### src/rtl/hazard_md_if.sv
// Bundle of D/E/M/W hazard inputs and stall/forward outputs between the
// pipeline datapath (master) and the hazard controller (slave).
interface hazard_md_if;
    logic [4:0] rsD;
    logic [4:0] rtD;
    logic [1:0] TuseRsD;
    logic [1:0] TuseRtD;
    logic       isMdD;
    logic [4:0] rsE;
    logic [4:0] rtE;
    logic       RegWriteE;
    logic [4:0] WriteRegE;
    logic [1:0] TnewE;
    logic       RegWriteM;
    logic [4:0] WriteRegM;
    logic [1:0] TnewM;
    logic       RegWriteW;
    logic [4:0] WriteRegW;
    logic       mdStartE;
    logic       mdIsDivE;
    logic       stallF;
    logic       stallD;
    logic       flushE;
    logic [1:0] fwdRsD;
    logic [1:0] fwdRtD;
    logic [1:0] fwdRsE;
    logic [1:0] fwdRtE;
    logic       mdBusy;

    modport master (
        output rsD, rtD, TuseRsD, TuseRtD, isMdD, rsE, rtE,
               RegWriteE, WriteRegE, TnewE, RegWriteM, WriteRegM, TnewM,
               RegWriteW, WriteRegW, mdStartE, mdIsDivE,
        input  stallF, stallD, flushE, fwdRsD, fwdRtD, fwdRsE, fwdRtE, mdBusy
    );

    modport slave (
        input  rsD, rtD, TuseRsD, TuseRtD, isMdD, rsE, rtE,
               RegWriteE, WriteRegE, TnewE, RegWriteM, WriteRegM, TnewM,
               RegWriteW, WriteRegW, mdStartE, mdIsDivE,
        output stallF, stallD, flushE, fwdRsD, fwdRtD, fwdRsE, fwdRtE, mdBusy
    );
endinterface

### src/rtl/hazard_md_ctrl.sv
// Tuse/Tnew hazard controller with forwarding selects and mult/div busy sequencer.
// Optional HAZARD_STATS_EN adds a saturating 32-bit stall-cycle counter (stallCnt).
module hazard_md_ctrl #(
    parameter int MULT_LAT = 5,
    parameter int DIV_LAT  = 10,
    parameter int CNT_W    = 4
) (
    input  logic        clk,
    input  logic        reset,
    hazard_md_if.slave  hz
`ifdef HAZARD_STATS_EN
    ,
    output logic [31:0] stallCnt
`endif
);

    typedef enum logic {IDLE, BUSY} state_t;

    state_t             state_reg, state_next;
    logic [CNT_W-1:0]   cnt_reg, cnt_next;

    function automatic logic match(input logic [4:0] x, input logic rw, input logic [4:0] wr);
        return rw && (wr == x) && (x != 5'd0);
    endfunction

    // Index 0 = rs, 1 = rt, for both the D-stage and E-stage operand paths.
    logic [4:0] src_d   [2];
    logic [1:0] tuse_d  [2];
    logic [4:0] src_e   [2];
    logic       stall_src [2];
    logic [1:0] fwd_d   [2];
    logic [1:0] fwd_e   [2];

    assign src_d[0]  = hz.rsD;
    assign src_d[1]  = hz.rtD;
    assign tuse_d[0] = hz.TuseRsD;
    assign tuse_d[1] = hz.TuseRtD;
    assign src_e[0]  = hz.rsE;
    assign src_e[1]  = hz.rtE;

    generate
        for (genvar gi = 0; gi < 2; gi++) begin : g_src
            logic m_d, e_d, w_d, m_e, w_e;
            assign e_d = match(src_d[gi], hz.RegWriteE, hz.WriteRegE);
            assign m_d = match(src_d[gi], hz.RegWriteM, hz.WriteRegM);
            assign w_d = match(src_d[gi], hz.RegWriteW, hz.WriteRegW);
            assign m_e = match(src_e[gi], hz.RegWriteM, hz.WriteRegM);
            assign w_e = match(src_e[gi], hz.RegWriteW, hz.WriteRegW);

            assign stall_src[gi] = (e_d && (hz.TnewE > tuse_d[gi])) ||
                                   (m_d && (hz.TnewM > tuse_d[gi]));

            // A not-yet-ready M producer shadows any older W copy; the stall covers it.
            assign fwd_d[gi] = m_d ? ((hz.TnewM == 2'd0) ? 2'b01 : 2'b00) :
                               w_d ? 2'b10 : 2'b00;
            assign fwd_e[gi] = (m_e && (hz.TnewM == 2'd0)) ? 2'b01 :
                               w_e ? 2'b10 : 2'b00;
        end
    endgenerate

    logic stall_md, stall;

    assign stall_md  = hz.isMdD && ((state_reg == BUSY) || hz.mdStartE);
    assign stall     = stall_src[0] | stall_src[1] | stall_md;

    assign hz.stallF = stall;
    assign hz.stallD = stall;
    assign hz.flushE = stall;
    assign hz.fwdRsD = fwd_d[0];
    assign hz.fwdRtD = fwd_d[1];
    assign hz.fwdRsE = fwd_e[0];
    assign hz.fwdRtE = fwd_e[1];
    assign hz.mdBusy = (state_reg == BUSY);

    always_ff @(posedge clk) begin
        if (reset) begin
            state_reg <= IDLE;
            cnt_reg   <= '0;
        end else begin
            state_reg <= state_next;
            cnt_reg   <= cnt_next;
        end
    end

    // A start arriving while busy is dropped: the D-stage stall prevents it in legal code.
    always_comb begin
        state_next = state_reg;
        cnt_next   = cnt_reg;
        case (state_reg)
            IDLE: begin
                if (hz.mdStartE) begin
                    state_next = BUSY;
                    cnt_next   = hz.mdIsDivE ? CNT_W'(DIV_LAT) : CNT_W'(MULT_LAT);
                end
            end
            BUSY: begin
                cnt_next = cnt_reg - 1'b1;
                if (cnt_reg == CNT_W'(1)) begin
                    state_next = IDLE;
                end
            end
            default: begin
                state_next = IDLE;
                cnt_next   = '0;
            end
        endcase
    end

`ifdef HAZARD_STATS_EN
    always_ff @(posedge clk) begin
        if (reset) begin
            stallCnt <= '0;
        end else if (stall && (stallCnt != 32'hFFFF_FFFF)) begin
            stallCnt <= stallCnt + 32'd1;
        end
    end
`endif

endmodule

### src/flat_wrapper.sv
// flat-port wrapper written by rule: the top's interface ports become plain ports
module hazard_md_ctrl_flat 
#(
    parameter int MULT_LAT = 5,
    parameter int DIV_LAT  = 10,
    parameter int CNT_W    = 4
)
  (clk, reset, hz_rsD, hz_rtD, hz_TuseRsD, hz_TuseRtD, hz_isMdD, hz_rsE, hz_rtE, hz_RegWriteE, hz_WriteRegE, hz_TnewE, hz_RegWriteM, hz_WriteRegM, hz_TnewM, hz_RegWriteW, hz_WriteRegW, hz_mdStartE, hz_mdIsDivE, hz_stallF, hz_stallD, hz_flushE, hz_fwdRsD, hz_fwdRtD, hz_fwdRsE, hz_fwdRtE, hz_mdBusy);
  hazard_md_if hz_i ();
  input  logic clk;
  input  logic reset;
  input wire logic [$bits(hz_i.rsD)-1:0] hz_rsD;
  input wire logic [$bits(hz_i.rtD)-1:0] hz_rtD;
  input wire logic [$bits(hz_i.TuseRsD)-1:0] hz_TuseRsD;
  input wire logic [$bits(hz_i.TuseRtD)-1:0] hz_TuseRtD;
  input wire logic [$bits(hz_i.isMdD)-1:0] hz_isMdD;
  input wire logic [$bits(hz_i.rsE)-1:0] hz_rsE;
  input wire logic [$bits(hz_i.rtE)-1:0] hz_rtE;
  input wire logic [$bits(hz_i.RegWriteE)-1:0] hz_RegWriteE;
  input wire logic [$bits(hz_i.WriteRegE)-1:0] hz_WriteRegE;
  input wire logic [$bits(hz_i.TnewE)-1:0] hz_TnewE;
  input wire logic [$bits(hz_i.RegWriteM)-1:0] hz_RegWriteM;
  input wire logic [$bits(hz_i.WriteRegM)-1:0] hz_WriteRegM;
  input wire logic [$bits(hz_i.TnewM)-1:0] hz_TnewM;
  input wire logic [$bits(hz_i.RegWriteW)-1:0] hz_RegWriteW;
  input wire logic [$bits(hz_i.WriteRegW)-1:0] hz_WriteRegW;
  input wire logic [$bits(hz_i.mdStartE)-1:0] hz_mdStartE;
  input wire logic [$bits(hz_i.mdIsDivE)-1:0] hz_mdIsDivE;
  output wire logic [$bits(hz_i.stallF)-1:0] hz_stallF;
  output wire logic [$bits(hz_i.stallD)-1:0] hz_stallD;
  output wire logic [$bits(hz_i.flushE)-1:0] hz_flushE;
  output wire logic [$bits(hz_i.fwdRsD)-1:0] hz_fwdRsD;
  output wire logic [$bits(hz_i.fwdRtD)-1:0] hz_fwdRtD;
  output wire logic [$bits(hz_i.fwdRsE)-1:0] hz_fwdRsE;
  output wire logic [$bits(hz_i.fwdRtE)-1:0] hz_fwdRtE;
  output wire logic [$bits(hz_i.mdBusy)-1:0] hz_mdBusy;
  assign hz_i.rsD = hz_rsD;
  assign hz_i.rtD = hz_rtD;
  assign hz_i.TuseRsD = hz_TuseRsD;
  assign hz_i.TuseRtD = hz_TuseRtD;
  assign hz_i.isMdD = hz_isMdD;
  assign hz_i.rsE = hz_rsE;
  assign hz_i.rtE = hz_rtE;
  assign hz_i.RegWriteE = hz_RegWriteE;
  assign hz_i.WriteRegE = hz_WriteRegE;
  assign hz_i.TnewE = hz_TnewE;
  assign hz_i.RegWriteM = hz_RegWriteM;
  assign hz_i.WriteRegM = hz_WriteRegM;
  assign hz_i.TnewM = hz_TnewM;
  assign hz_i.RegWriteW = hz_RegWriteW;
  assign hz_i.WriteRegW = hz_WriteRegW;
  assign hz_i.mdStartE = hz_mdStartE;
  assign hz_i.mdIsDivE = hz_mdIsDivE;
  assign hz_stallF = hz_i.stallF;
  assign hz_stallD = hz_i.stallD;
  assign hz_flushE = hz_i.flushE;
  assign hz_fwdRsD = hz_i.fwdRsD;
  assign hz_fwdRtD = hz_i.fwdRtD;
  assign hz_fwdRsE = hz_i.fwdRsE;
  assign hz_fwdRtE = hz_i.fwdRtE;
  assign hz_mdBusy = hz_i.mdBusy;
  hazard_md_ctrl #(.MULT_LAT(MULT_LAT), .DIV_LAT(DIV_LAT), .CNT_W(CNT_W)) u_core (.clk(clk), .reset(reset), .hz(hz_i));
endmodule
### config.mk
export PLATFORM = sky130hd
export DESIGN_NAME = hazard_md_ctrl_flat
export DESIGN_NICKNAME = d
export VERILOG_FILES = /design/src/rtl/hazard_md_if.sv /design/src/rtl/hazard_md_ctrl.sv /design/src/flat_wrapper.sv
export SDC_FILE = /design/constraint.sdc
export NUM_CORES = 1
export LEC_CHECK = 0
export CORE_MARGIN = 2
export CORE_UTILIZATION = 43
export CTS_CLUSTER_DIAMETER = 80
export CTS_CLUSTER_SIZE = 24
export DETAILED_ROUTE_END_ITERATION = 8
export PLACE_DENSITY = 0.86
export SLEW_MARGIN = 20
export SYNTH_ARGS = -nofsm -noshare
export SYNTH_HDL_FRONTEND = slang
export SYNTH_SLANG_ARGS = --single-unit
### constraint.sdc
create_clock -name clk -period 3.3 [get_ports clk]
set_input_delay 0.66 -clock clk [delete_from_list [all_inputs] [get_ports clk]]
set_output_delay 0.66 -clock clk [all_outputs]
set_load 0.005 [all_outputs]
; Word level (Yosys, flattened, before mapping)
; Index checks and enable logic that the tools add are counted.
[totals]
mem_bits_rw = 0
rom_bits = 0
inputBits = 51
reg_bits = 5
memories = 0
latchBits = 0
[classes]
order_cmp = 4
n_addsub = 1
div_mod_pow = 0
n_reduce_logical = 35
multipliers = 0
n_mux = 15
shifts = 0
n_bitwise = 3
eq_ne = 12
[op_table]
columns = operator, n
row1 = equality test 5 bit, 10
row2 = logical AND 1 bit, 27
row3 = nonzero test 5 bit, 4
row4 = two-way mux 2 bit, 8
row5 = > comparator 2 bit, 4
row6 = two-way mux 4 bit, 2
row7 = case mux 4 bit (2 select lines), 1
row8 = equality test 4 x 1 -> 1 bit (second input constant), 1
row9 = subtractor 4 x 1 -> 4 bit (second input constant), 1
row10 = logical OR 1 bit, 3
row11 = two-way mux 1 bit, 3
row12 = zero test 2 bit, 1
row13 = != test 2 bit (second input constant), 1
row14 = OR 1 bit, 2
row15 = case mux 1 bit (2 select lines), 1
row16 = inverter 1 bit, 1

; Depth between registers and ports, before layout
; Gate-level depths: netlist (run 1).
[depth]
depth_word = 7
depth_mapped = 7
depth_no_buf = 6

; Worst setup path before layout (run 1)
; Ideal clock, no wire load.
[synth_timing]
kind = input port to output port
start = input hz_TnewE[0]
end = output hz_stallD
slack_ps = 649
t_required_ps = 2640
arrival_ps = 1991
path_stages = 7
cell_sequence = inv_1 -> ha_1 -> a21boi_0 -> nand4_1 -> or4b_1 -> nand4_1 -> buf_4
[synth_via]
elab_chain_len = 5
word_cells_on_any_way = 8
[synth_rtl]
columns = item, line
row1 = "start, declared", flat_wrapper.sv:21  ; input wire logic [$bits(hz_i.TnewE)-1:0] hz_TnewE;
row2 = > comparator 2 bit, hazard_md_ctrl.sv:50  ; assign stall_src[gi] = (e_d && (hz.TnewE > tuse_d[gi])) ||
row3 = logical AND 1 bit, hazard_md_ctrl.sv:50
row4 = logical OR 1 bit, hazard_md_ctrl.sv:50
row5 = OR 1 bit (*) (2 in a row), hazard_md_ctrl.sv:64  ; assign stall = stall_src[0] | stall_src[1] | stall_md;
row6 = "end, declared", flat_wrapper.sv:30  ; output wire logic [$bits(hz_i.stallD)-1:0] hz_stallD;
; Mark *: on every way between the ends. The rest lies on a longest branch, timed or not.

; Final worst setup path (run 1)
[layout_timing]
start = input hz_TnewE[0]
end = output hz_stallF
[layout_via]
elab_chain_len = 5
word_cells_on_any_way = 8
[layout_rtl]
columns = item, line
row1 = > comparator 2 bit, hazard_md_ctrl.sv:50
row2 = logical AND 1 bit, hazard_md_ctrl.sv:50
row3 = logical OR 1 bit, hazard_md_ctrl.sv:50
row4 = OR 1 bit (*) (2 in a row), hazard_md_ctrl.sv:64
row5 = "end, declared", flat_wrapper.sv:29  ; output wire logic [$bits(hz_i.stallF)-1:0] hz_stallF;
; Marked as above.

==> flow_summary.rst, run 1 <==
.. list-table::
   :header-rows: 1

   * - Metric
     - Value
   * - Placed insts
     - 279
   * - Total via count in the routed design
     - 1532
   * - Clock tree root buffer cell
     - sky130_fd_sc_hd__clkbuf_4
   * - Number of search-and-repair iterations in the first detailed-routing pass
     - 4
   * - Chip Width
     - 57.4 um
   * - Total DRC errors in the routed layout
     - 0
   * - Post-synth net total
     - 219
   * - Number of failing setup endpoints in the final timing report
     - 0
   * - Ant diodes
     - 0
   * - Gp weighted congestion
     - 0.915
   * - Worst-case setup slack after placement
     - -0.310 ns
   * - Vertical die dimension
     - between 50 and 60 um
   * - Fraction of power spent switching nets
     - between 30% and 40%
   * - Max-slew violation count
     - 0
   * - Class of the most critical hold timing path
     - flip-flop to flip-flop
   * - Drt initial violations
     - 53
   * - Worst Setup Slack, final
     - 0.0164 ns
   * - Slew at the pin closest to its max-slew limit
     - 0.404 ns
   * - Post-Synthesis Cells
     - 158
   * - Stage delay of the slowest cell on the critical path
     - roughly 0.53 ns
   * - Share of the synthesized area in the top cell type
     - 32.2%
   * - TritonCTS clock tree
     - built
   * - Largest area contributor in the netlist
     - sky130_fd_sc_hd__xnor2_1
   * - Netlist Area Pre-Place
     - 0.00122 sq mm
   * - Final core utilization
     - 79.5%
   * - Wire length after detailed routing
     - 4.16 mm
   * - Antenna violations before repair
     - 0
   * - Part of the power in registers
     - between 15 and 20%
   * - Largest register FFs
     - 4
   * - Clock skew
     - between 0.005 and 0.006 ns
   * - Cell-by-cell trace of the critical path
     - clkdlybuf4s50_1 > inv_1 > ha_1 > a21boi_1 > nand4_1 > or4b_1 > nand4_1 > dlygate4sd2_1
   * - Initial Utilization
     - 44.8%
   * - Per-cell via count in the routed design
     - 5.41
   * - Unrepaired setup endpoints after global routing
     - yes
   * - Worst supply voltage drop on vdd
     - ~0.00022 V
   * - Standby leakage power
     - between 0.9 and 1 nW
   * - Overall track demand over capacity in global routing
     - 24.2%
   * - Routed len/inst
     - between 10 and 15 um
   * - Pwr Density
     - 187 mW/mm^2
   * - Normalized max-slew margin
     - 73.0%
   * - Sequential area share after synthesis
     - 8.17%
   * - Highest net fanout along the worst path
     - 3
   * - Number of buffers added to fix hold violations after cts
     - 0
   * - Final period utilization
     - 99.5%
   * - Buffer depth of the longest clock path
     - 2
   * - Synthesized area divided by synthesized cell count
     - slightly below 8 sq um
   * - Leading cell types by total area after synthesis
     - sky130_fd_sc_hd__xnor2_1, sky130_fd_sc_hd__ha_1, sky130_fd_sc_hd__dfxtp_1
   * - P_int
     - 0.264 mW
   * - Slowest-stage cell, CP
     - sky130_fd_sc_hd__or4b_1
   * - Clock transition time at the flip-flop clock pins of the worst setup and hold paths
     - roughly 0.040 ns
   * - Number of nets with antenna violations after routing
     - 0
   * - Arrival time worst endpoint
     - 2.62 ns
   * - Number of buffer cells added on primary ports
     - 62
   * - Clock latency of the later-clocked register in the worst-skew pair
     - between 0.2 and 0.3 ns
   * - Fillers
     - between 150 and 200
   * - Accumulated negative setup slack
     - 0 ns
   * - Floorplan Core Area
     - ~0.0027 sq mm
   * - Hold Violations, Final
     - 0
   * - Full die area
     - 0.00329 sq mm
   * - Clock share of power
     - a little under a fifth
   * - Proportion of power drawn by combinational gates
     - 63.1%
   * - Endpoint type of the worst setup path
     - output pin
   * - Global-route wire length before repair
     - 6.38 mm
   * - Max frequency
     - 305 MHz
   * - Number of H-tree branching levels
     - 1
   * - Fin crit period
     - 3.28 ns
   * - Worst hold slack across all endpoints
     - 0.515 ns
   * - Placement Rows
     - 19
   * - Outcome
     - finished clean
   * - Number of clock buffers inserted by TritonCTS
     - 3
   * - Post-layout net count
     - 314
   * - Post-Layout Cell Count
     - 283
   * - Most common cell type on the critical path
     - sky130_fd_sc_hd__nand4_1
   * - Number of global-route vias before repair
     - 1544
   * - Worst setup path category
     - primary input to output pin
   * - Max-cap violation count
     - 0
   * - Flip-flop and latch count after synthesis
     - 5
   * - Final global-route overflow total
     - 0
   * - Share of post-route cells with drive strength above 1
     - a little over a fifth
   * - Required time of the critical path
     - ~2.6 ns
   * - Critical Path Source Type
     - primary input
   * - Layout overhead on the synthesized area
     - 77.3%
   * - Clk sink count
     - 5
   * - Synth warn
     - 0
   * - Sw power
     - ~0.14 mW
   * - Distinct cell type count after synthesis
     - 36
   * - HPWL after detailed placement
     - 3.51 mm
   * - Largest net degree at the start of global routing
     - 15
   * - Boundary pin count
     - 63
[power groups by stage]
stage               Clock (mW)  Combinational (mW)  Sequential (mW)
floorplan                    0               0.114           0.0721
global placement             0               0.245           0.0752
detailed placement           0               0.256           0.0755
CTS                     0.0748               0.253           0.0745
global route            0.0794               0.277           0.0759
finish                  0.0752               0.256           0.0747
[repair_timing]
item                       CTS  global route
setup endpoints to repair    5            10
setup buffers                0             0
gates cloned                 0             0
gates resized for setup      5            14
pin swaps                    1             2
[per-layer routing]
metal  vias to the layer above  part of all wire, %  track usage (%)
li1                        749                    -                -
met1                       711                   42             29.0
met2                        65                   51             45.3
met3                         7                  5.3             1.81
met4                         0                  1.2             7.64
met5                         -                    0                0
[cell usage after synthesis]
master,number
sky130_fd_sc_hd__nor2b_1,6
sky130_fd_sc_hd__a21oi_1,2
sky130_fd_sc_hd__o21ai_0,5
sky130_fd_sc_hd__buf_4,2
sky130_fd_sc_hd__xnor2_1,45
sky130_fd_sc_hd__nor4b_2,1
sky130_fd_sc_hd__nand3b_1,2
sky130_fd_sc_hd__nor4_1,1
sky130_fd_sc_hd__or3_1,1
sky130_fd_sc_hd__nor4_2,2
sky130_fd_sc_hd__or4_4,1
sky130_fd_sc_hd__clkbuf_1,6
sky130_fd_sc_hd__a21boi_0,2
sky130_fd_sc_hd__buf_1,1
sky130_fd_sc_hd__a211oi_1,3
sky130_fd_sc_hd__a2bb2oi_1,1
sky130_fd_sc_hd__inv_1,8
sky130_fd_sc_hd__nand4b_1,1
sky130_fd_sc_hd__nor3_1,8
sky130_fd_sc_hd__dfxtp_1,5
sky130_fd_sc_hd__o2111ai_1,1
sky130_fd_sc_hd__nand3_1,2
sky130_fd_sc_hd__xor2_1,5
sky130_fd_sc_hd__nor4bb_1,1
sky130_fd_sc_hd__nor2_4,1
sky130_fd_sc_hd__ha_1,10
sky130_fd_sc_hd__a31oi_1,2
sky130_fd_sc_hd__nor2_2,2
sky130_fd_sc_hd__o41a_2,1
sky130_fd_sc_hd__nor3b_1,3
sky130_fd_sc_hd__or4_1,2
sky130_fd_sc_hd__nor2_1,4
sky130_fd_sc_hd__or3_2,1
sky130_fd_sc_hd__nand2_1,9
sky130_fd_sc_hd__or4b_1,1
sky130_fd_sc_hd__nand4_1,10
[cells by family after synthesis]
| kind of cell | count (synthesis) | synth area share (%) |
|---|---|---|
| flops | 5 | 8.17 |
| compound gates | 17 | 9.40 |
| fa+ha+maj | 10 | 10.2 |
| simple gates | 59 | 30.6 |
| buf+inv | 17 | 5.82 |
| xor+xnor | 50 | 35.8 |
[per-stage QoR]
step	cell area [sq um]	total power [mW]
after detailed placement	2120	0.331
final	2170	0.406
after global placement	2120	0.320
after floorplan	1220	0.187
after CTS	2140	0.403
after global routing	2170	0.432
[area by class of cell]
cell class,instances,area (sq um),share of cell area [%]
inverter,8,30.0,1.38
clock buffer,4,26.3,1.21
timing repair buffer,99,908,41.8
tap,31,38.8,1.79
sequential,5,100,4.61
multi-input combinational,136,1070,49.2
[critical path, delay by kind of cell]
family / cells / cell delay, ns
buffers and inverters: 3 / 0.75
AO/OA/AOI/OAI: 1 / 0.14
adder cells (fa/ha/maj): 1 / 0.28
AND/OR/NAND/NOR: 3 / 0.78
[path summary, 6_finish.rpt]
check | startpoint | to | slack (ns) | depth (start not counted)
worst max-delay path | hz_TnewE[0] | hz_stallF | 0.02 | 8
worst max register to register | u_core.cnt_reg[0]$_SDFFE_PP0N_ | u_core.cnt_reg[2]$_SDFFE_PP0N_ | 2.18 | 5
worst min register to register | u_core.cnt_reg[3]$_SDFFE_PP0N_ | u_core.cnt_reg[3]$_SDFFE_PP0N_ | 0.52 | 2
worst min-delay path | u_core.cnt_reg[3]$_SDFFE_PP0N_ | u_core.cnt_reg[3]$_SDFFE_PP0N_ | 0.52 | 2
[cells in the final DEF, fill, tap and decap left out, drive strengths merged, types with 6 or more instances in the layout]
cell,instances
inv,8
nor3,8
dlymetal6s2s,8
nor2b,6
clkdlybuf4s50,49
ha,10
nor2,7
xnor2,45
buf,37
nand2,9
nand4,10
Note: power is estimated with default switching activity, not from simulation.
==> run 2: changes to the inputs <==
Settings changed: CORE_UTILIZATION 43 to 36, PLACE_DENSITY 0.86 to 0.77.
Clock period 3.3 ns to 2.8 ns, I/O delays scaled along.
==> run 2 against run 1 <==
  * Critical path depth decreased by 2
  * Clock skew down 0.0052 ns
  * Routed wire length fell by 8.7%
  * Utilization fell by 11 points
  * Final cell count rose by 9.9%
  * Flip-flop and latch count unchanged
  * Global-route usage is 4.3 points lower
  * Setup slack gained 0.057 ns
  * Clock power is 20% higher
  * Critical path type unchanged
  * Largest cell class unchanged
==> flow_summary.rst, run 2 (same netlist as run 1, synthesis figures left out) <==
.. list-table::
   :header-rows: 1

   * - Metric
     - Value
   * - Final core utilization
     - 68.1% (-11 points)
   * - Clock transition time at the flip-flop clock pins of the worst setup and hold paths
     - 0.05 ns (about the same)
   * - Clock skew
     - 0.000481 ns (-0.00518 ns)
   * - Pwr Density
     - 212 mW/mm^2 (+13%)
   * - Largest register FFs
     - 4 (unchanged)
   * - Final global-route overflow total
     - 0 (unchanged)
   * - Number of global-route vias before repair
     - 1473 (-4.6%)
   * - Post-layout net count
     - 327 (+4.1%)
   * - Vertical die dimension
     - 62.3 um (+8.6%)
   * - Number of clock buffers inserted by TritonCTS
     - 3 (unchanged)
   * - Number of nets with antenna violations after routing
     - 0 (unchanged)
   * - Part of the power in registers
     - 18.5% (about the same)
   * - Drt initial violations
     - 65 (+23%)
   * - Highest net fanout along the worst path
     - 4 (+1)
   * - Number of search-and-repair iterations in the first detailed-routing pass
     - 3 (-1)
   * - Slew at the pin closest to its max-slew limit
     - 0.415 ns (+0.0111 ns)
   * - Gp weighted congestion
     - 0.846 (-7.6%)
   * - Number of H-tree branching levels
     - 1 (unchanged)
   * - Global-route wire length before repair
     - 6.42 mm (+0.75%)
   * - Share of post-route cells with drive strength above 1
     - 28.3% (+7.3 points)
   * - Standby leakage power
     - 0.947 nW (+2.2%)
   * - Max frequency
     - 367 MHz
   * - Critical Path Source Type
     - primary input
   * - P_int
     - 0.312 mW (+18%)
   * - Fin crit period
     - 2.73 ns
   * - Sw power
     - 0.165 mW (+16%)
   * - Class of the most critical hold timing path
     - flip-flop to flip-flop
   * - Normalized max-slew margin
     - 72.3% (-0.74 points)
   * - Placed insts
     - 304 (+9.0%)
   * - Worst Setup Slack, final
     - 0.0736 ns (+0.0572 ns)
   * - Worst-case setup slack after placement
     - -0.571 ns (-0.261 ns)
   * - Number of buffer cells added on primary ports
     - 62 (unchanged)
   * - Proportion of power drawn by combinational gates
     - 62.6% (-0.5 points)
   * - Total via count in the routed design
     - 1489 (-2.8%)
   * - Antenna violations before repair
     - 0 (unchanged)
   * - Boundary pin count
     - 63 (unchanged)
   * - Required time of the critical path
     - 2.24 ns (-0.40 ns)
   * - Routed len/inst
     - 12.2 um (-17%)
   * - Fraction of power spent switching nets
     - 34.6% (-0.38 points)
   * - Max-cap violation count
     - 0 (unchanged)
   * - Full die area
     - 0.00389 sq mm (+18%)
   * - Most common library cell in the layout ignoring fill and taps
     - sky130_fd_sc_hd__buf_4
   * - Per-cell via count in the routed design
     - 4.79 (-12%)
   * - Outcome
     - finished clean
   * - Clk sink count
     - 5 (unchanged)
   * - Initial Utilization
     - 37.0% (-7.8 points)
   * - Overall track demand over capacity in global routing
     - 19.9% (-4.3 points)
   * - Worst supply voltage drop on vdd
     - 0.0000903 V (-58%)
   * - Placement Rows
     - 21 (+2)
   * - Largest net degree at the start of global routing
     - 15 (unchanged)
   * - HPWL after detailed placement
     - 3.25 mm (-7.5%)
   * - Final period utilization
     - 97.4%
   * - Number of buffers added to fix hold violations after cts
     - 0 (unchanged)
   * - Buffer depth of the longest clock path
     - 2 (unchanged)
   * - Max-slew violation count
     - 0 (unchanged)
   * - Clock tree root buffer cell
     - sky130_fd_sc_hd__clkbuf_4
   * - Chip Width
     - 62.3 um (+8.6%)
   * - Number of failing setup endpoints in the final timing report
     - 0 (unchanged)
   * - Worst hold slack across all endpoints
     - 0.515 ns (-0.000239 ns)
   * - Total DRC errors in the routed layout
     - 0 (unchanged)
   * - Post-Layout Cell Count
     - 311 (+9.9%)
   * - Fillers
     - 285 (+65%)
   * - Ant diodes
     - 0 (unchanged)
   * - Hold Violations, Final
     - 0 (unchanged)
   * - Flop2flop setup slack
     - 1.70 ns (-0.48 ns)
   * - TritonCTS clock tree
     - built
   * - Worst setup path category
     - primary input to output pin
   * - Total power draw
     - 0.477 mW (+18%)
   * - Arrival time worst endpoint
     - 2.17 ns (-0.45 ns)
   * - Endpoint type of the worst setup path
     - output pin
   * - Clock latency of the later-clocked register in the worst-skew pair
     - 0.25 ns (about the same)
   * - Commonest cells after routing, fill and taps aside
     - sky130_fd_sc_hd__buf_4, sky130_fd_sc_hd__xnor2_1, sky130_fd_sc_hd__clkdlybuf4s50_1
   * - Layout overhead on the synthesized area
     - 84.0%
   * - Floorplan Core Area
     - 0.00331 sq mm (+21%)
   * - Wire length after detailed routing
     - 3.79 mm (-8.7%)
   * - Clock share of power
     - 18.9% (+0.4 points)
   * - Unrepaired setup endpoints after global routing
     - no
-- run 2: metrics by stage --
| stage | setup TNS (ns) | area, sq um |
|---|---|---|
| after detailed placement | -4.02 | 2210 |
| final | 0 | 2250 |
| after floorplan | 0 | 1220 |
| after CTS | 0 | 2260 |
| after global placement | -3.99 | 2210 |
| after global routing | 0 | 2250 |
-- run 2: power by group through the flow --
stage	registers, mW	clock network, mW	logic, mW
after floorplan	0.0849	0	0.135
after global placement	0.0884	0	0.300
after detailed placement	0.0891	0	0.306
after CTS	0.0879	0.0944	0.300
after global routing	0.0900	0.0971	0.328
final	0.0883	0.0901	0.299
-- run 2: final timing paths --
path,startpoint,endpoint,depth (start not counted)
worst min-delay path,u_core.cnt_reg[2]$_SDFFE_PP0N_,u_core.cnt_reg[2]$_SDFFE_PP0N_,2
worst max register to register,u_core.hz.mdBusy$_SDFF_PP0_,u_core.cnt_reg[3]$_SDFFE_PP0N_,3
worst max-delay path,hz_rtD[1],hz_fwdRtD[1],6
worst min register to register,u_core.cnt_reg[2]$_SDFFE_PP0N_,u_core.cnt_reg[2]$_SDFFE_PP0N_,2
-- run 2: what timing repair did --
item                                    in CTS  in global routing
gates resized for setup                     53                  6
endpoints found under the setup margin      11                  7
buffers inserted                             3                  0
pin swaps                                   15                  3
-- run 2: layout make-up --
class	instances	area, sq um	share of cell area, %
timing repair buffer	112	945	41.9
multi-input combinational	136	1090	48.6
clock buffer	4	26.3	1.17
sequential	5	100	4.44
inverter	8	30.0	1.33
tap	46	57.6	2.55
-- run 2: routing by layer --
layer	up-vias	global-route usage [%]	part of all wire (%)	wire length, um
li1	769	-	-	-
met1	676	26.1	45	1720
met2	42	35.2	50	1910
met3	2	1.81	4.0	151
met4	0	5.00	0.37	14
met5	-	0	0	0
-- run 2: critical path, cell delays in order --
cell	delay (ns)
sky130_fd_sc_hd__clkdlybuf4s50_1	0.43
sky130_fd_sc_hd__or4_4	0.56
sky130_fd_sc_hd__nor2_4	0.13
sky130_fd_sc_hd__or3_1	0.15
sky130_fd_sc_hd__nor4b_2	0.18
sky130_fd_sc_hd__clkbuf_2	0.16
==> run 3: changes to the inputs <==
Settings changed: CORE_UTILIZATION 36 to 30, PLACE_DENSITY 0.77 to 0.66.
==> run 3 against run 2 <==
  * Flip-flop and latch count unchanged
  * Critical endpoint is now hz_fwdRtD[0]
  * Register-to-register slack improved by 0.03 ns
  * Cell area increased by 1.8%
  * Critical path type unchanged
  * Critical path depth increased by 1
  * Largest cell class unchanged
  * Fmax increased by 0.78%
  * Clock skew increased by 0.00068 ns
==> flow_summary.rst, run 3 (same netlist as run 1, synthesis figures left out) <==
.. list-table::
   :header-rows: 1

   * - Metric
     - Value
   * - Most common library cell in the layout ignoring fill and taps
     - sky130_fd_sc_hd__buf_4
   * - Arrival time worst endpoint
     - 2.15 ns (-0.02 ns)
   * - Final global-route overflow total
     - 0 (unchanged)
   * - Number of H-tree branching levels
     - 1 (unchanged)
   * - Cell-by-cell trace of the critical path
     - clkdlybuf4s50_1 > buf_4 > xnor2_1 > nand2_1 > or3_1 > nor3_1 > dlygate4sd2_1
   * - Worst supply voltage drop on vdd
     - 0.000145 V (+60%)
   * - Global-route wire length before repair
     - 6.20 mm (-3.5%)
   * - HPWL after detailed placement
     - 3.36 mm (+3.5%)
   * - Drt initial violations
     - 57 (-12%)
   * - Reg-to-Reg Start
     - u_core.hz.mdBusy$_SDFF_PP0_
   * - Clock transition time at the flip-flop clock pins of the worst setup and hold paths
     - 0.03 ns (-0.02 ns)
   * - Floorplan Core Area
     - 0.00397 sq mm (+20%)
   * - Number of failing setup endpoints in the final timing report
     - 0 (unchanged)
   * - Clk sink count
     - 5 (unchanged)
   * - Final period utilization
     - 96.6% (-0.75 points)
   * - Proportion of power drawn by combinational gates
     - 58.1% (-4.5 points)
   * - Max-slew violation count
     - 0 (unchanged)
   * - Placed insts
     - 310 (+2.0%)
   * - Vertical die dimension
     - 67.9 um (+8.9%)
   * - Total power draw
     - 0.521 mW (+9.1%)
   * - Commonest cells after routing, fill and taps aside
     - sky130_fd_sc_hd__buf_4, sky130_fd_sc_hd__xnor2_1, sky130_fd_sc_hd__clkdlybuf4s50_1
   * - Placement Rows
     - 23 (+9.5%)
   * - Post-layout net count
     - 327 (unchanged)
   * - Total via count in the routed design
     - 1482 (-0.47%)
   * - Clock share of power
     - 25.0% (+6.1 points)
   * - Highest net fanout along the worst path
     - 3 (-1)
   * - Largest net degree at the start of global routing
     - 15 (unchanged)
   * - Critical Path Source Type
     - primary input
   * - Class of the most critical hold timing path
     - flip-flop to flip-flop
   * - Largest register FFs
     - 4 (unchanged)
   * - Worst setup path category
     - primary input to output pin
   * - Hold Violations, Final
     - 0 (unchanged)
   * - Hold_sp
     - u_core.cnt_reg[2]$_SDFFE_PP0N_
   * - Required time of the critical path
     - 2.24 ns (about the same)
   * - Pwr Density
     - 227 mW/mm^2 (+7.2%)
   * - Chip Width
     - 67.9 um (+8.9%)
   * - Antenna violations before repair
     - 0 (unchanged)
   * - Clock tree root buffer cell
     - sky130_fd_sc_hd__clkbuf_8
   * - Fillers
     - 377 (+32%)
   * - Number of search-and-repair iterations in the first detailed-routing pass
     - 4 (+1)
   * - Slowest-stage cell, CP
     - sky130_fd_sc_hd__clkdlybuf4s50_1
   * - Number of buffers added to fix hold violations after cts
     - 0 (unchanged)
   * - Number of clock buffers inserted by TritonCTS
     - 3 (unchanged)
   * - Number of cells traversed by the worst register-to-register path
     - 3 (unchanged)
   * - Accumulated negative setup slack
     - 0 ns (unchanged)
   * - Share of post-route cells with drive strength above 1
     - 29.1% (+0.75 points)
   * - Clock skew
     - 0.00116 ns (+0.000683 ns)
   * - Fin crit period
     - 2.71 ns (-0.0210 ns)
   * - Critical path origin
     - hz_rtD[1]
   * - Hold Path Cell Cnt
     - 2 (unchanged)
   * - Gp weighted congestion
     - 0.836 (-1.1%)
   * - Slew at the pin closest to its max-slew limit
     - 0.391 ns (-0.0242 ns)
   * - Multi-input combinational cell area
     - 0.00110 sq mm (+0.80%)
   * - Number of global-route vias before repair
     - 1470 (-0.20%)
   * - Part of the power in registers
     - 16.9% (-1.6 points)
   * - Buffer depth of the longest clock path
     - 2 (unchanged)
   * - Normalized max-slew margin
     - 73.9% (+1.6 points)
   * - Clock latency of the later-clocked register in the worst-skew pair
     - 0.22 ns (-0.03 ns)
   * - TritonCTS clock tree
     - built
   * - Max-cap violation count
     - 0 (unchanged)
   * - Total DRC errors in the routed layout
     - 0 (unchanged)
   * - Sequential cell area
     - 100 sq um (unchanged)
   * - Per-cell via count in the routed design
     - 4.70 (-1.7%)
   * - Stage delay of the slowest cell on the critical path
     - 0.43 ns (-0.13 ns)
   * - Layout overhead on the synthesized area
     - 87.3%
   * - Full die area
     - 0.00461 sq mm (+19%)
   * - Number of buffer cells added on primary ports
     - 62 (unchanged)
   * - Unrepaired setup endpoints after global routing
     - no
   * - Post-Layout Cell Count
     - 315 (+1.3%)
   * - Number of nets with antenna violations after routing
     - 0 (unchanged)
   * - Sw power
     - 0.163 mW (-1.5%)
   * - Initial Utilization
     - 30.8% (-6.2 points)
   * - Standby leakage power
     - 0.983 nW (+3.8%)
   * - Fraction of power spent switching nets
     - 31.2% (-3.4 points)
   * - Routed len/inst
     - 12.0 um (-1.4%)
   * - Worst hold slack across all endpoints
     - 0.525 ns (+0.0103 ns)
   * - Outcome
     - finished clean
   * - Max frequency
     - 370 MHz (+0.78%)
   * - Endpoint type of the worst setup path
     - output pin
   * - Overall track demand over capacity in global routing
     - 17.3% (-2.7 points)
   * - Wire length after detailed routing
     - 3.79 mm (-0.11%)
   * - Boundary pin count
     - 63 (unchanged)
   * - P_int
     - 0.358 mW (+15%)
   * - Ant diodes
     - 0 (unchanged)
## run 3: cell count changes in the layout (fill, tap and decap cells not counted), moves of 2 or more
| cell | previous run | this run |
|---|---|---|
| sky130_fd_sc_hd__clkbuf_2 | 3 | 1 |
| sky130_fd_sc_hd__clkbuf_8 | 0 | 3 |
| sky130_fd_sc_hd__buf_2 | 3 | 5 |
| sky130_fd_sc_hd__clkbuf_4 | 3 | 0 |
| sky130_fd_sc_hd__dlymetal6s2s_1 | 1 | 4 |
## run 3: timing repair
action	4_1_cts	5_1_grt
endpoints found under the setup margin	11	8
gates resized for setup	53	9
pin swaps	14	7
buffers inserted	1	0
## run 3: final timing paths
kind                                         end  slack [ns]
setup / recovery                    hz_fwdRtD[0]        0.09
hold / removal    u_core.cnt_reg[2]$_SDFFE_PP0N_        0.53
setup reg to reg  u_core.cnt_reg[3]$_SDFFE_PP0N_        1.73
hold reg to reg   u_core.cnt_reg[2]$_SDFFE_PP0N_        0.53
## run 3: routing by layer
layer	routed length, um	part of all wire (%)	track usage, %	up-vias
met2	1860	49	32.5	43
met5	0	0	0	-
li1	-	-	-	769
met3	198	5.2	2.80	2
met1	1720	45	21.3	668
met4	4	0.11	1.50	0
## run 3: power groups by stage
stage	registers, mW	clock network [mW]	logic (mW)
after detailed placement	0.0886	0	0.310
final	0.0881	0.130	0.303
after global routing	0.0893	0.139	0.334
after CTS	0.0881	0.134	0.306
after floorplan	0.0849	0	0.135
after global placement	0.0885	0	0.304
## run 3: final cells by class
| type | instances | area share, % |
|---|---|---|
| sequential | 5 | 4.36 |
| clock buffer | 4 | 1.96 |
| tap | 50 | 2.73 |
| multi-input combinational | 136 | 48.1 |
| inverter | 8 | 1.31 |
| timing repair buffer | 112 | 41.5 |
## run 3: stage by stage
stage | utilization, % | worst slack [ns] | instance area (sq um)
after global routing | 57.8 | 0.00240 | 2290
after floorplan | - | 0.349 | 1220
after CTS | 57.7 | 0.00432 | 2290
after detailed placement | 56.3 | -0.637 | 2230
after global placement | 56.3 | -0.562 | 2230
final | 57.8 | 0.0946 | 2290
## run 3: critical path: cells and delay by family
family / cells / cell delay (ns)
xor+xnor: 1 / 0.15
buf+inv: 3 / 0.85
simple gates: 3 / 0.59
